--- src/rtl/serial_adder_pkg.sv ---
// Shared definitions for the bit-serial adder: FSM state encoding and the
// default operand width.
package serial_adder_pkg;

  localparam int DEFAULT_WIDTH = 8;

  typedef enum logic [1:0] {
    ST_IDLE = 2'd0,
    ST_RUN  = 2'd1,
    ST_DONE = 2'd2
  } state_t;

endpackage

--- src/rtl/full_adder.sv ---
// Single-bit full adder; purely combinational, reused by the serial adder
// for the per-bit add.
module full_adder (
  input  logic a,
  input  logic b,
  input  logic c,
  output logic sum,
  output logic carry
);

  // Sum and carry of three one-bit inputs.
  always_comb begin
    sum   = a ^ b ^ c;
    carry = (a & b) | (a & c) | (b & c);
  end

endmodule

--- src/rtl/serial_adder.sv ---
// Multi-cycle bit-serial adder. Operands are captured on an accepted start
// and added LSB first, one bit per clock, through a single full adder.
// The result registers only change when the last bit has been processed,
// so a previous result stays visible while a new add is running.
// Optional feature: define SERIAL_ADDER_OVF_EN to add overflow_out, the
// signed two's-complement overflow of the completed add.
module serial_adder
  import serial_adder_pkg::*;
#(
  parameter int WIDTH = DEFAULT_WIDTH,
  parameter int CNT_W = $clog2(WIDTH + 1)
) (
  input  logic             clk_in,
  input  logic             rst_in,
  input  logic             start_in,
  input  logic [WIDTH-1:0] a_in,
  input  logic [WIDTH-1:0] b_in,
  input  logic             c_in,
  output logic             busy_out,
  output logic             done_out,
  output logic [WIDTH-1:0] sum_out,
`ifdef SERIAL_ADDER_OVF_EN
  output logic             carry_out,
  output logic             overflow_out
`else
  output logic             carry_out
`endif
);

  state_t           state;
  logic [WIDTH-1:0] a_sh;
  logic [WIDTH-1:0] b_sh;
  logic [WIDTH-1:0] psum;
  logic             carry_q;
  logic [CNT_W-1:0] count;
  logic             fa_sum;
  logic             fa_carry;

  full_adder u_fa (
    .a     (a_sh[0]),
    .b     (b_sh[0]),
    .c     (carry_q),
    .sum   (fa_sum),
    .carry (fa_carry)
  );

  // FSM, shift registers, bit counter and result registers; the last RUN
  // step publishes the sum including the bit being added on that edge.
  always_ff @(posedge clk_in or posedge rst_in) begin
    if (rst_in) begin
      state     <= ST_IDLE;
      a_sh      <= '0;
      b_sh      <= '0;
      psum      <= '0;
      carry_q   <= 1'b0;
      count     <= '0;
      sum_out   <= '0;
      carry_out <= 1'b0;
      done_out  <= 1'b0;
      busy_out  <= 1'b0;
`ifdef SERIAL_ADDER_OVF_EN
      overflow_out <= 1'b0;
`endif
    end else begin
      done_out <= 1'b0;
      case (state)
        ST_IDLE: begin
          if (start_in) begin
            a_sh     <= a_in;
            b_sh     <= b_in;
            carry_q  <= c_in;
            psum     <= '0;
            count    <= '0;
            busy_out <= 1'b1;
            state    <= ST_RUN;
          end
        end
        ST_RUN: begin
          a_sh    <= a_sh >> 1;
          b_sh    <= b_sh >> 1;
          psum    <= {fa_sum, psum[WIDTH-1:1]};
          carry_q <= fa_carry;
          count   <= count + CNT_W'(1);
          if (count == CNT_W'(WIDTH - 1)) begin
            sum_out   <= {fa_sum, psum[WIDTH-1:1]};
            carry_out <= fa_carry;
`ifdef SERIAL_ADDER_OVF_EN
            overflow_out <= carry_q ^ fa_carry;
`endif
            done_out  <= 1'b1;
            state     <= ST_DONE;
          end
        end
        ST_DONE: begin
          busy_out <= 1'b0;
          state    <= ST_IDLE;
        end
        default: begin
          busy_out <= 1'b0;
          state    <= ST_IDLE;
        end
      endcase
    end
  end

endmodule

--- config.mk ---
export PLATFORM = sky130hd
export DESIGN_NAME = serial_adder
export DESIGN_NICKNAME = d
export VERILOG_FILES = /design/src/rtl/serial_adder_pkg.sv /design/src/rtl/full_adder.sv /design/src/rtl/serial_adder.sv
export SDC_FILE = /design/constraint.sdc
export NUM_CORES = 1
export LEC_CHECK = 0
export CORE_AREA = 2 2 74 55
export DETAILED_ROUTE_END_ITERATION = 8
export DIE_AREA = 0 0 76 57
export PLACE_DENSITY = 0.8
export SYNTH_ARGS = -nofsm -noshare
export SYNTH_HDL_FRONTEND = slang
export SYNTH_SLANG_ARGS = --single-unit
--- constraint.sdc ---
create_clock -name clk_in -period 2.2 [get_ports clk_in]
set_input_delay 0.44 -clock clk_in [delete_from_list [all_inputs] [get_ports clk_in]]
set_output_delay 0.44 -clock clk_in [all_outputs]
set_load 0.02 [all_outputs]
==> results by group, run 1 <==
Run status
  • Status: finished, final reports clean

Timing
  • Skew final: 0.003995 ns
  • Max Freq: 582.7 MHz
  • Worst-Margin Slew: 0.6718 ns
  • Final worst-path cycle share: 78.01%
  • Fin. max-slew vios: 0
  • Fin. Hold Viols: 0
  • RSZ-0062 raised after global routing: false
  • Setup-failing EPs final: 0
  • Hold WS: 0.4847 ns
  • Setup TNS Final: 0 ns
  • Period minus WS final: 1.716 ns
  • Worst slew margin: 55.12%

Pwr
  • Peak supply drop: 0.0007487 V
  • Pwr per Cell Area: 1354 mW/mm^2
  • Leakage Power: 0.9915 nW

Die
  • Initial Util: 47.44%
  • Die Y: 57 um
  • Core Rows: 19
  • Die X: 76 um
  • Die area: 0.004332 mm^2
  • Area of the core: 0.003685 mm^2
  • Total I/O pin count: 31

Detailed routing
  • Vias: 1295
  • Wirelength per Cell: 15.73 um
  • # DRC: 0
  • Final ANT Viol Nets: 0
  • DR pass1 iterations: 5
  • Initial DRC Count: 151
  • Vias per cell: 5.441
  • Final wirelength: 3744 um

Cells and area
  • Finished Core Util: 60.17%
  • Fillers: 289
  • Commonest non-fill, non-tap cell in the layout: dfrtp_1
  • Multi-input gate area: 680.7 um^2
  • Most frequent cells in the layout: dfrtp_1, clkdlybuf4s50_1, nand2_1, o21ai_0, a21oi_1
  • Number of diodes: 0
  • Nets: 208
  • Layout cells sized above 1: 12.90%
  • Area delta synth->final: 26.84%
  • Reg area: 0.001026 mm^2

Logic synthesis
  • Yosys reg bits: 41
  • Seq/Total Area, Yosys: 58.70%
  • Post-synth top area cell: dfrtp_1
  • Yosys top cell area share: 58.70%
  • Mapped Cells: 153
  • Synth top area cells: dfrtp_1, mux2_2, o21ai_0
  • Cell variety after synth: 22
  • Synthesis Warnings: 0
  • Mapped Area: 0.001748 mm^2
  • Mapped Avg Cell Area: 11.42 um^2
  • Syn Nets: 175

Setup path
  • Worst path slowest cell: clkdlybuf4s50_1
  • Critical path fanouts, max: 2
  • WP data arrival: 1.28 ns
  • WP data required: 1.76 ns
  • Crit-path max cell delay: 0.62 ns
  • Worst Path Buf+Inv: 1
  • CP cell instances: clkdlybuf4s50_1
  • Cell family with most CP delay: buffers and inverters
  • Setup crit end kind: primary output
  • Critical path class: reg -> out
  • Worst Setup Start Kind: flip-flop

Global route
  • GR Util All Layers: 19.49%
  • Global-route wire length before repair: 6548 um
  • Pin count of the biggest net entering global routing: 42
  • Vias in the first global route: 1402
  • Initial antenna violation count: 0
  • Grt ovf: 0

Place
  • Port bufs: 30
  • GP Congestion: 0.7466
  • Hpwl dp: 2492 um

CTS
  • CTS hold repair buffers: 0
  • H-tree levels: 2
  • Reg clk slew, reported paths: 0.07 ns
  • Root Buffer: clkbuf_8
  • CTS tree: done
  • Clk sinks: 41
  • CTS buffer count: 5
  • CTS Buffer Depth: 2
  • Worst skew pair latency: 0.30 ns
  • Post CTS Setup Buffer Count: 0
  • CTS resizes: 0

Job
  • Max_cap viols: 0

Hold path
  • Hold/Removal Path Class: reg -> reg
[worst register-to-register path, stage by stage, from the launching register on]
cell and delay [ns]:
dfrtp_1 0.40, ha_1 0.20, nand2_1 0.13, nor3_4 0.45, mux2_2 0.41
[area by class of cell]
class,count,share of cell area (%)
Inverter,1,0.1693
Sequential cell,41,46.28
Clock buffer,5,3.104
Multi-Input combinational cell,102,30.70
Clock inverter,2,1.580
Tap cell,52,2.935
Timing Repair Buffer,35,15.24
[Yosys cell counts]
cell type and n:
o21bai_1 1, o31ai_1 1, o21ai_0 18, ha_1 1, and2_1 1, dfrtp_1 41, nor3_1 1, mux2_2 10
nor2b_1 6, nand2_1 18, clkbuf_1 6, fa_1 1, nand3_1 1, inv_1 1, a22o_1 9, nor3_4 1
and3b_1 8, a21oi_1 12, nand2b_2 1, buf_2 3, nor2_1 4, a22oi_1 8
[through the flow]
| step | power, mW | cells | instance area, um^2 | worst slack [ns] |
|---|---|---|---|---|
| after global placement | 2.329 | 231 | 2113 | 0.3993 |
| final | 3.003 | 238 | 2217 | 0.4838 |
| after global routing | 3.204 | 238 | 2217 | 0.4189 |
| after CTS | 3.009 | 238 | 2217 | 0.4710 |
| after detailed placement | 2.417 | 231 | 2113 | 0.3112 |
| after floorplan | 2.010 | 153 | 1748 | 0.7550 |
[worst paths after layout]
path / startpoint / endpoint / slack (ns) / cells past startpoint
setup reg to reg: count[0] / sum_out[1] / 0.51 / 4
setup / recovery: sum_out[5] / sum_out[5] / 0.48 / 1
max in group asynchronous: rst_in / sum_out[5] / 1.27 / 3
hold reg to reg: a_sh[3] / a_sh[3] / 0.48 / 2
hold / removal: a_sh[3] / a_sh[3] / 0.48 / 2
min in group asynchronous: rst_in / sum_out[7] / 0.59 / 3
[flip-flops by register name, indices dropped and copies added, names as in the netlist]
signal	flops
a_sh	8
b_sh	8
busy_out	1
carry_out	1
carry_q	1
count	4
done_out	1
psum	7
state	2
sum_out	8
[routing by layer]
layer  up-vias  share of wire (%)  GRT usage [%]
li1        610                  -              -
met1       657                 44          24.55
met2        21                 51          32.53
met3         7                3.3          5.696
met4         0                1.9          7.792
met5         -                  0              0
[logic make-up after synthesis]
logic type / Yosys count / synth area share [%]
AO/OA/AOI/OAI: 49 / 17.40
adder cells (fa/ha/maj): 2 / 1.861
buffers and inverters: 10 / 2.362
flip-flops: 41 / 58.70
multiplexers: 10 / 6.442
AND/OR/NAND/NOR: 41 / 13.24
[power by group]
group	internal [mW]	switching, mW	total (mW)
combinational	0.549	0.600	1.15
clock	0.330	0.257	0.587
sequential	1.05	0.212	1.27
total	1.93	1.07	3.00
(Power assumes the default switching activity.)
==> inputs of run 2 (changes only) <==
--- a/config.mk
+++ b/config.mk
@@ -5,10 +5,10 @@
 export SDC_FILE = /design/constraint.sdc
 export NUM_CORES = 1
 export LEC_CHECK = 0
-export CORE_AREA = 2 2 74 55
+export CORE_AREA = 2 2 77 57
 export DETAILED_ROUTE_END_ITERATION = 8
-export DIE_AREA = 0 0 76 57
-export PLACE_DENSITY = 0.8
+export DIE_AREA = 0 0 79 59
+export PLACE_DENSITY = 0.77
 export SYNTH_ARGS = -nofsm -noshare
 export SYNTH_HDL_FRONTEND = slang
 export SYNTH_SLANG_ARGS = --single-unit
==> constraint.sdc (replaced) <==
create_clock -name clk_in -period 1.52 [get_ports clk_in]
set_input_delay 0.304 -clock clk_in [delete_from_list [all_inputs] [get_ports clk_in]]
set_output_delay 0.304 -clock clk_in [all_outputs]
set_load 0.02 [all_outputs]
==> run 2 against run 1 <==
The flow now finishes with violations (negative setup slack); core utilization is 0.098 points lower; register-to-register slack got worse by 0.52 ns; die area is 7.6% higher; first-iteration DRC count fell by 44%; sequential cell count unchanged; largest power group unchanged.
==> results by group, run 2 (synthesis results as in run 1) <==
Run status
  • Status: complete, but fails checks
  • Failing checks: negative setup slack

CTS
  • CTS hold repair buffers: 0
  • Worst skew pair latency: 0.29 ns
  • CTS buffer count: 5
  • Clk sinks: 41
  • CTS Buffer Depth: 2
  • CTS tree: done
  • Root Buffer: clkbuf_8
  • Reg clk slew, reported paths: 0.08 ns
  • H-tree levels: 2

Timing
  • Worst-Margin Slew: 0.4198 ns
  • Worst slew margin: 71.89%
  • Setup ws final: -0.01273 ns
  • Setup TNS Final: -0.02394 ns
  • Fin. max-slew vios: 0
  • Period minus WS final: 1.533 ns
  • Final worst-path cycle share: 100.8%
  • Hold WS: 0.3593 ns
  • Max Freq: 652.4 MHz
  • Skew final: 0.008661 ns
  • Fin. Hold Viols: 0
  • Setup-failing EPs final: 2
  • RSZ-0062 raised after global routing: true

Setup path
  • Worst Setup Start Kind: flip-flop
  • Worst R2R End: sum_out[0]
  • Setup crit end kind: flip-flop
  • Reg2Reg Depth: 5
  • Critical path class: reg -> reg
  • Critical path fanouts, max: 7
  • Reg-to-reg startpoint: count[0]
  • WP data arrival: 1.71 ns
  • R2R setup slack: -0.01 ns
  • WP data required: 1.70 ns

Die
  • Core Rows: 19
  • Total I/O pin count: 31
  • Die Y: 59 um
  • Initial Util: 45.39%
  • Die X: 79 um
  • Area of the core: 0.003851 mm^2
  • Die area: 0.004661 mm^2

Global route
  • Vias in the first global route: 1303
  • Initial antenna violation count: 0
  • Grt ovf: 0
  • Pin count of the biggest net entering global routing: 42
  • Global-route wire length before repair: 5968 um
  • GR Util All Layers: 17.04%

Cells and area
  • Layout cells sized above 1: 17.53%
  • Largest regs: a_sh (8), b_sh (8), sum_out (8)
  • Finished Core Util: 60.07%
  • Number of diodes: 0
  • Area delta synth->final: 32.36%
  • Multi-input gate area: 719.4 um^2
  • Commonest non-fill, non-tap cell in the layout: dfrtp_1
  • Most frequent cells in the layout: dfrtp_1, clkdlybuf4s50_1, o21ai_0
  • Layout Cells excl Fill: 246
  • Reg area: 0.001026 mm^2
  • Nets: 216
  • Fillers: 330

Pwr
  • Leakage Power: 1.091 nW
  • Peak supply drop: 0.0008481 V
  • Pwr per Cell Area: 1860 mW/mm^2

Detailed routing
  • Final wirelength: 3595 um
  • Final ANT Viol Nets: 0
  • Initial DRC Count: 85
  • # DRC: 0
  • DR pass1 iterations: 4
  • Wirelength per Cell: 14.61 um
  • Vias per cell: 5.297
  • Vias: 1303

Place
  • Port bufs: 30
  • GP Congestion: 0.7617
  • Hpwl dp: 2516 um
  • Cells after DPL: 238

Hold path
  • Hold/Removal Path Class: in -> async

Job
  • Max_cap viols: 0
## run 2: cell types whose count changed in the layout (fill, tap and decap cells not counted), moves of 2 or more
cell	before	now
buf_4	5	10
clkdlybuf4s50_1	30	19
dlygate4sd2_1	0	11
mux2_4	0	7
mux2_2	10	3
buf_12	0	2
## run 2: how the worst max path moves through the flow
stage / startpoint / to / slack, ns / cells past startpoint
2_1_floorplan: state[1] / carry_out / 0.07 / 3
3_3_place_gp: start_in / a_sh[7] / -0.02 / 5
3_5_place_dp: start_in / b_sh[7] / -0.1 / 5
4_1_cts: count[0] / sum_out[6] / 0.01 / 5
5_1_grt: count[0] / sum_out[0] / -0.05 / 5
6_report: count[0] / sum_out[0] / -0.01 / 5
## run 2: area by class of cell
| type | instances | area share, % |
|---|---|---|
| timing repair buffer | 43 | 17.85 |
| clock buffer | 7 | 3.732 |
| tap | 52 | 2.812 |
| inverter | 1 | 0.1622 |
| multi-input combinational | 102 | 31.10 |
| sequential | 41 | 44.35 |
## run 2: critical path, cell delays in order (launching register included)
cell and delay, ns:
dfrtp_1 0.40, ha_2 0.23, nand2_4 0.07, nor3_4 0.23
buf_12 0.16, mux2_2 0.32
## run 2: power breakdown
part / leakage [nW] / internal [mW] / switching [mW]
clock: 0.0443 / 0.360 / 0.344
combinational: 0.513 / 0.876 / 0.892
sequential: 0.533 / 1.53 / 0.304
## run 2: what timing repair did
action,4_1_cts,5_1_grt
resized for setup,12,11
setup buffers,0,1
setup endpoints to repair,13,9
pin swaps,0,2
## run 2: layer usage
metal  wire length (um)  track usage (%)  vias up  share of wire, %
met5                  0                0        -                 0
met4                 57            5.911        0               1.6
met3                118            5.640        4               3.3
met2               1786            28.45       23                50
met1               1633            21.19      647                45
li1                   -                -      629                 -
## run 2: metrics by stage
step | setup slack [ns] | instance area, um^2 | total power [mW]
3_3_place_gp | -0.02053 | 2191 | 3.476
4_1_cts | 0.01090 | 2266 | 4.219
2_1_floorplan | 0.07496 | 1748 | 2.909
3_5_place_dp | -0.09689 | 2191 | 3.584
5_1_grt | -0.05355 | 2313 | 4.606
6_report | -0.01273 | 2313 | 4.302
